File: config.mk
export PLATFORM = sky130hd
export DESIGN_NAME = musa_fetch_queue
export DESIGN_NICKNAME = d
export VERILOG_FILES = /design/src/rtl/musa_fetch_queue.sv
export SDC_FILE = /design/constraint.sdc
export NUM_CORES = 1
export LEC_CHECK = 0
export CAP_MARGIN = 10
export CORE_MARGIN = 1.5
export CORE_UTILIZATION = 45
export CTS_CLUSTER_DIAMETER = 100
export CTS_CLUSTER_SIZE = 25
export DETAILED_ROUTE_END_ITERATION = 12
export MAX_ROUTING_LAYER = met4
export PLACE_DENSITY_LB_ADDON = 0.3
export SYNTH_ARGS = -nofsm -noshare
export SYNTH_HDL_FRONTEND = slang
export SYNTH_SLANG_ARGS = --single-unit
File: constraint.sdc
create_clock -name clk -period 7.7 [get_ports clk]
set_input_delay 1.54 -clock clk [delete_from_list [all_inputs] [get_ports clk]]
set_output_delay 1.54 -clock clk [all_outputs]
set_load 0.05 [all_outputs]
File: src/rtl/musa_fetch_queue.sv
// MUSA instruction fetch stage: owns the PC, fetches words over imem req/ack, and feeds decode from a prefetch FIFO.
// Define FETCH_STATS_EN to add the saturating stat_fetched / stat_squashed counters.
module musa_fetch_queue #(
   parameter int DATA_WIDTH = 32,
   parameter int ADDR_WIDTH = 10,
   parameter int DEPTH      = 4
) (
   input  logic                          clk,
   input  logic                          rst,
   input  logic                          redirect,
   input  logic [ADDR_WIDTH-1:0]         redirect_pc,
   output logic                          imem_req,
   output logic [ADDR_WIDTH-1:0]         imem_addr,
   input  logic                          imem_ack,
   input  logic [DATA_WIDTH-1:0]         imem_rdata,
   output logic                          instr_valid,
   input  logic                          instr_ready,
   output logic [DATA_WIDTH-1:0]         instr_out,
   output logic [ADDR_WIDTH-1:0]         instr_pc,
`ifdef FETCH_STATS_EN
   output logic [31:0]                   stat_fetched,
   output logic [31:0]                   stat_squashed,
`endif
   output logic [$clog2(DEPTH):0]        queue_count
);

   localparam int PW = $clog2(DEPTH);
   localparam int CW = PW + 1;

   typedef enum logic [1:0] {ST_IDLE, ST_WAIT, ST_SQUASH} state_t;

   state_t                state, state_next;
   logic [ADDR_WIDTH-1:0] pc, pc_next, addr_q, addr_next;
   logic [DATA_WIDTH-1:0] data_mem [DEPTH];
   logic [ADDR_WIDTH-1:0] pc_mem   [DEPTH];
   logic [PW-1:0]         rd_ptr, wr_ptr;
   logic [CW-1:0]         count, count_push;
   logic                  push, pop, drop;

   assign instr_valid = (count != '0);
   assign queue_count = count;
   assign instr_out   = data_mem[rd_ptr];
   assign instr_pc    = pc_mem[rd_ptr];
   assign imem_addr   = addr_q;

   // A flush always beats a pop; an ack is dropped if the request is stale or redirected this cycle.
   assign pop  = instr_valid && instr_ready && !redirect;
   assign push = (state == ST_WAIT) && imem_ack && !redirect;
   assign drop = imem_ack && ((state == ST_SQUASH) || ((state == ST_WAIT) && redirect));

   always_comb begin
      state_next = state;
      pc_next    = pc;
      addr_next  = addr_q;
      imem_req   = 1'b0;
      count_push = count + CW'(1) - CW'(pop);
      case (state)
         ST_IDLE: begin
            if (redirect) begin
               pc_next = redirect_pc;
            end else if (count < CW'(DEPTH)) begin
               addr_next  = pc;
               state_next = ST_WAIT;
            end
         end
         ST_WAIT: begin
            imem_req = 1'b1;
            if (redirect) begin
               pc_next    = redirect_pc;
               state_next = drop ? ST_IDLE : ST_SQUASH;
            end else if (imem_ack) begin
               pc_next = pc + ADDR_WIDTH'(1);
               if (count_push < CW'(DEPTH)) begin
                  addr_next = pc + ADDR_WIDTH'(1);
               end else begin
                  state_next = ST_IDLE;
               end
            end
         end
         ST_SQUASH: begin
            imem_req = 1'b1;
            if (redirect) begin
               pc_next = redirect_pc;
            end
            if (drop) begin
               state_next = ST_IDLE;
            end
         end
         default: state_next = ST_IDLE;
      endcase
   end

   always_ff @(posedge clk) begin
      if (rst) begin
         state  <= ST_IDLE;
         pc     <= '0;
         addr_q <= '0;
         rd_ptr <= '0;
         wr_ptr <= '0;
         count  <= '0;
         for (int i = 0; i < DEPTH; i++) begin
            data_mem[i] <= '0;
            pc_mem[i]   <= '0;
         end
      end else begin
         state  <= state_next;
         pc     <= pc_next;
         addr_q <= addr_next;
         if (redirect) begin
            wr_ptr <= rd_ptr;
            count  <= '0;
         end else begin
            if (push) begin
               data_mem[wr_ptr] <= imem_rdata;
               pc_mem[wr_ptr]   <= addr_q;
               wr_ptr           <= wr_ptr + PW'(1);
            end
            if (pop) begin
               rd_ptr <= rd_ptr + PW'(1);
            end
            count <= count + CW'(push) - CW'(pop);
         end
      end
   end

   // Only one request is ever in flight, so a push into a full queue means the FSM is broken.
   assert property (@(posedge clk) disable iff (rst) !(push && (count == CW'(DEPTH))));

`ifdef FETCH_STATS_EN
   logic [32:0] fetched_sum, squashed_sum;

   always_comb begin
      fetched_sum  = {1'b0, stat_fetched} + 33'(push);
      squashed_sum = {1'b0, stat_squashed} + 33'(drop) + (redirect ? 33'(count) : 33'd0);
   end

   always_ff @(posedge clk) begin
      if (rst) begin
         stat_fetched  <= '0;
         stat_squashed <= '0;
      end else begin
         stat_fetched  <= fetched_sum[32]  ? '1 : fetched_sum[31:0];
         stat_squashed <= squashed_sum[32] ? '1 : squashed_sum[31:0];
      end
   end
`endif

endmodule

Yosys cells after proc, flatten, opt, wreduce, memory -nomap -nowiden

Memories as Yosys holds them, arrays and structs flattened. A register that Yosys moved wholly into a read port is not among the register bits.
Index checks and enable logic that the tools add are counted.

Memories kept: 2
Input bits: 47
Logic and storage cells: 88
RAM bits: 168
Output and inout bits: 57
Flip-flop bits (word level): 29

Memory list:

| memory   | depth | width | read ports | clocked after memory_dff | write ports | line | source |
|---|---|---|---|---|---|---|---|
| data_mem | 4     | 32    | 1          | 1                        | 4           | 34   | `logic [DATA_WIDTH-1:0] data_mem [DEPTH];` |
| pc_mem   | 4     | 10    | 1          | 1                        | 4           | 35   | `logic [ADDR_WIDTH-1:0] pc_mem [DEPTH];` |

Mux-type cells: 37
Order comparisons: 2
Reduce and logical (&&, ||, !) cells: 22
Bitwise gates (word level): 1
Equal/unequal tests: 11
$add $sub $neg: 7

Operator list:

| cell                  | count |
|---|---|
| $mux 10               | 9 |
| $pmux 10 s2           | 2 |
| $mux 32               | 1 |
| $reduce_or 32->1      | 1 |
| $mux 2                | 15 |
| $add 10x1->10 const B | 1 |
| $ne 2x2->1 const B    | 5 |
| $reduce_or 10->1      | 1 |
| $mux 1                | 9 |
| $logic_and 1x1->1     | 6 |
| $lt 3x3->1 const B    | 2 |
| $ne 3x3->1 const B    | 2 |
| $pmux 2 s3            | 1 |
| $reduce_and 6->1      | 1 |
| $reduce_bool 2->1     | 3 |
| $reduce_or 2->1       | 3 |
| $sub 3x1->3           | 2 |
| $reduce_and 5->1      | 1 |
| $add 2x1->2 const B   | 2 |
| $ne 2x1->1 const B    | 2 |
| $add 3x1->3           | 1 |
| $add 3x1->3 const B   | 1 |
| $reduce_and 3->1      | 1 |
| $reduce_bool 3->1     | 1 |
| 7 further kinds       | 7 |

Depth between registers and ports, before layout

Word-level depth: 9
Mapped depth: 12
Gate-level depth less buffers: 12

Worst setup path after synthesis

Ideal clock, no wire load.

Path kind: input -> register
Start: input redirect
End: memory data_mem[1][0], enable pin
Setup time: 450 ps
Required time: 7250 ps
Path buffers: 2
Path slack: 3085 ps
Stages on the path: 4
Arrival time: 4164 ps
Cell sequence: buf_6 -> buf_2 -> or2_2 -> o21bai_1

RTL lines:

| element         | line | source |
|---|---|---|
| start, declared | 10   | `input logic redirect,` |
| end, declared   | 34   |  |

==> results.toml <==
[global_route]
use_met3 = 0.03386
overflow = 0
gr-usage-met1 = 0.2459
grt.met2_usage = 0.3193
grt_pass1_vias = 5757
grtUsageTotal = 0.1948
grt_pass1_wl_um = 30730
busiest_layer = "met2"
grt_start_max_net_pins = 44
antenna_found_initial = 0

[power_and_ir_drop]
p_per_area_mw_per_mm2 = 244.5
clock_power_share = 0.336
power_frac_comb = 0.181
seqPwrFrac = 0.483
vdd_drop_max_mv = 0.1996
p_sw_frac = 0.2824
finalPower_mw = 2.702
p_leak_nw = 3.848
p_switching_mw = 0.7632
p_int_mw = 1.939

[timing]
min_period_ns = 4.281
finalHoldViolCount = 0
finalMaxSlewViolations = 0
grt_setup_unrepaired = "false"
slew-limit-headroom = 0.2993
max_freq_mhz = 233.6
final.setup.tns_ns = 0
worst_pin_slew_ns = 1.049
setup_violations = 0
fin_skew_ns = 0.01061
period_share = 0.5560

[yosys]
synth_cell_types = 60
synth_cells = 628
seq_area_frac_synth = 0.6184
syn-cell-area_mm2 = 0.009161
synth_edf_count = 168
synth_area_per_cell_um2 = 14.59
yosys.area.top_type_share = 0.5507
yosys-top-cells-area = "edfxtp_1 (55%), and2_1 (12%), mux4_2 (10%), dfxtp_1 (6.8%), a211oi_2 (1.4%)"
synth_fp_nets = 682
ys_async_sr_fraction = 0
synthFlopType = "edfxtp_1"
ys_ff_latch = 199
netlist.top_cell.by_area = "edfxtp_1"
yosys_warnings = 0

[place]
placedInstanceArea_mm2 = 0.01045
dpl.hpwl_um = 11020
gp_congestion = 0.8459
io_buffers = 103

[final_layout]
area_growth_pct = 20.62
layout_common_cells = "and2_1 (171), edfxtp_1 (168), clkdlybuf4s50_1 (103)"
diodes = 0
drive_gt1_frac = 0.1573
mostFrequentLayoutCell = "and2_1"
final_cell_area_mm2 = 0.01105
finalCoreUtilization = 0.5497
fin_nets = 772

[die]
rows = 52
die_area_mm2 = 0.02122
core_area_mm2 = 0.02010
chipHeight_um = 145.7
die_w_um = 145.7
pin_count = 104
start_util = 0.4557

[detailed_routing]
drc = 0
vias = 5406
first_pass_iters = 4
ant_nets = 0
vias_per_cell = 5.401
drt-wirelength-per-cell_um = 19.06
drt-total-wl_um = 19080
drt_iter0_drc = 357

[critical_path]
cp_data_arrival_time_ns = 2.74
worstPathMaxFanout = 42
cp-end-kind = "output pin"
start_kind = "flop"
required_ns = 6.16
criticalPathCategory = "flop to output pin"

[cts]
root_buffer = "clkbuf_16"
numCtsBuffers = 17
clk_latency_ns = 0.43
cts_hold_buffers = 0
post_cts_buffers = 0
clock_path_buffers = 2
cts-htree-levels = 4
cts_tree = "done"
clkTransAtPathRegs_ns = 0.07
numClockSinks = 199
cts_resized = 0

[hold_path]
hold_class = "flop to flop"

[status]
outcome = "finished, final reports clean"

[run]
cap_violations = 0
## power by group through the flow
stage                     Clock [mW]  Combinational [mW]  Sequential [mW]
final                          0.908               0.490             1.30
after global placement             0               0.483             1.32
after floorplan                    0               0.296             1.36
after global routing           0.960               0.522             1.32
after detailed placement           0               0.490             1.33
after CTS                      0.918               0.493             1.30
## stage by stage
stage	worst slack (ns)	std cells	hold slack (ns)
6_report	3.419	1001	0.5325
5_1_grt	3.206	1001	0.5561
4_1_cts	3.320	1001	0.5251
3_5_place_dp	3.103	969	0.5122
3_3_place_gp	3.137	969	0.4978
2_1_floorplan	3.085	628	0.4787
## cell families after synthesis
logic type                 count (synthesis)  synth area share
and+or+nand+nor                          261            0.1759
muxes                                     47            0.1087
xor gates and xnor gates                  15           0.01434
DFF                                      199            0.6184
AOI/OAI and AO/OA                         51           0.04739
buffers and inverters                     48           0.02486
adders and majority gates                  7           0.01038
## sequential cells by signal, summed over array words and instances (netlist names), named ones only
name and cells:
data_mem 128, imem_addr 10, pc 10, pc_mem 40
queue_count 3, rd_ptr 2, state 2, wr_ptr 2
## per-layer routing
| metal | vias to the layer above | part of all wire |
|---|---|---|
| li1 | 2514 | - |
| met5 | - | 0 |
| met3 | 22 | 0.051 |
| met1 | 2724 | 0.43 |
| met2 | 146 | 0.50 |
| met4 | 0 | 0.016 |
## path summary, 6_finish.rpt
check	from	endpoint	slack (ns)	cells past startpoint
worst max-delay path	flop	instr_pc[9]	3.42	2
worst min-delay path	pc[8]$_SDFFE_PP0P_	pc[8]$_SDFFE_PP0P_	0.53	2
worst max register to register	state[0]$_SDFFE_PP0P_	data_mem[0][17]$_SDFFCE_PN0P_	4.48	7
worst min register to register	pc[8]$_SDFFE_PP0P_	pc[8]$_SDFFE_PP0P_	0.53	2
## worst max-delay path, stage by stage, from the launching register on
cell and delay [ns]:
dfxtp_4 0.93, mux4_2 0.64, clkdlybuf4s50_1 0.72
## synth_stat cells (all sizes together) (3+ instances only)
master / n
buf: 18
xnor2: 8
or3: 5
o21bai: 3
a211oi: 13
nor2: 12
mux2i: 5
ha: 6
nand2: 14
clkbuf: 25
dfxtp: 31
xor2: 7
edfxtp: 168
nand4: 3
a21oi: 10
and2: 173
nand3: 8
nand2b: 11
inv: 5
nor3: 9
o31ai: 6
mux4: 42
nor4: 12
## final cells by class
class	count	area, µm²
inverters	5	18.77
repair buffers	114	1114
well taps	270	337.8
multi-input cells	381	3307
flip-flops and latches	199	5670
clock inverters	15	177.7
clock buffers	17	425.4
fillers	1589	9054
(Power assumes the default switching activity.)
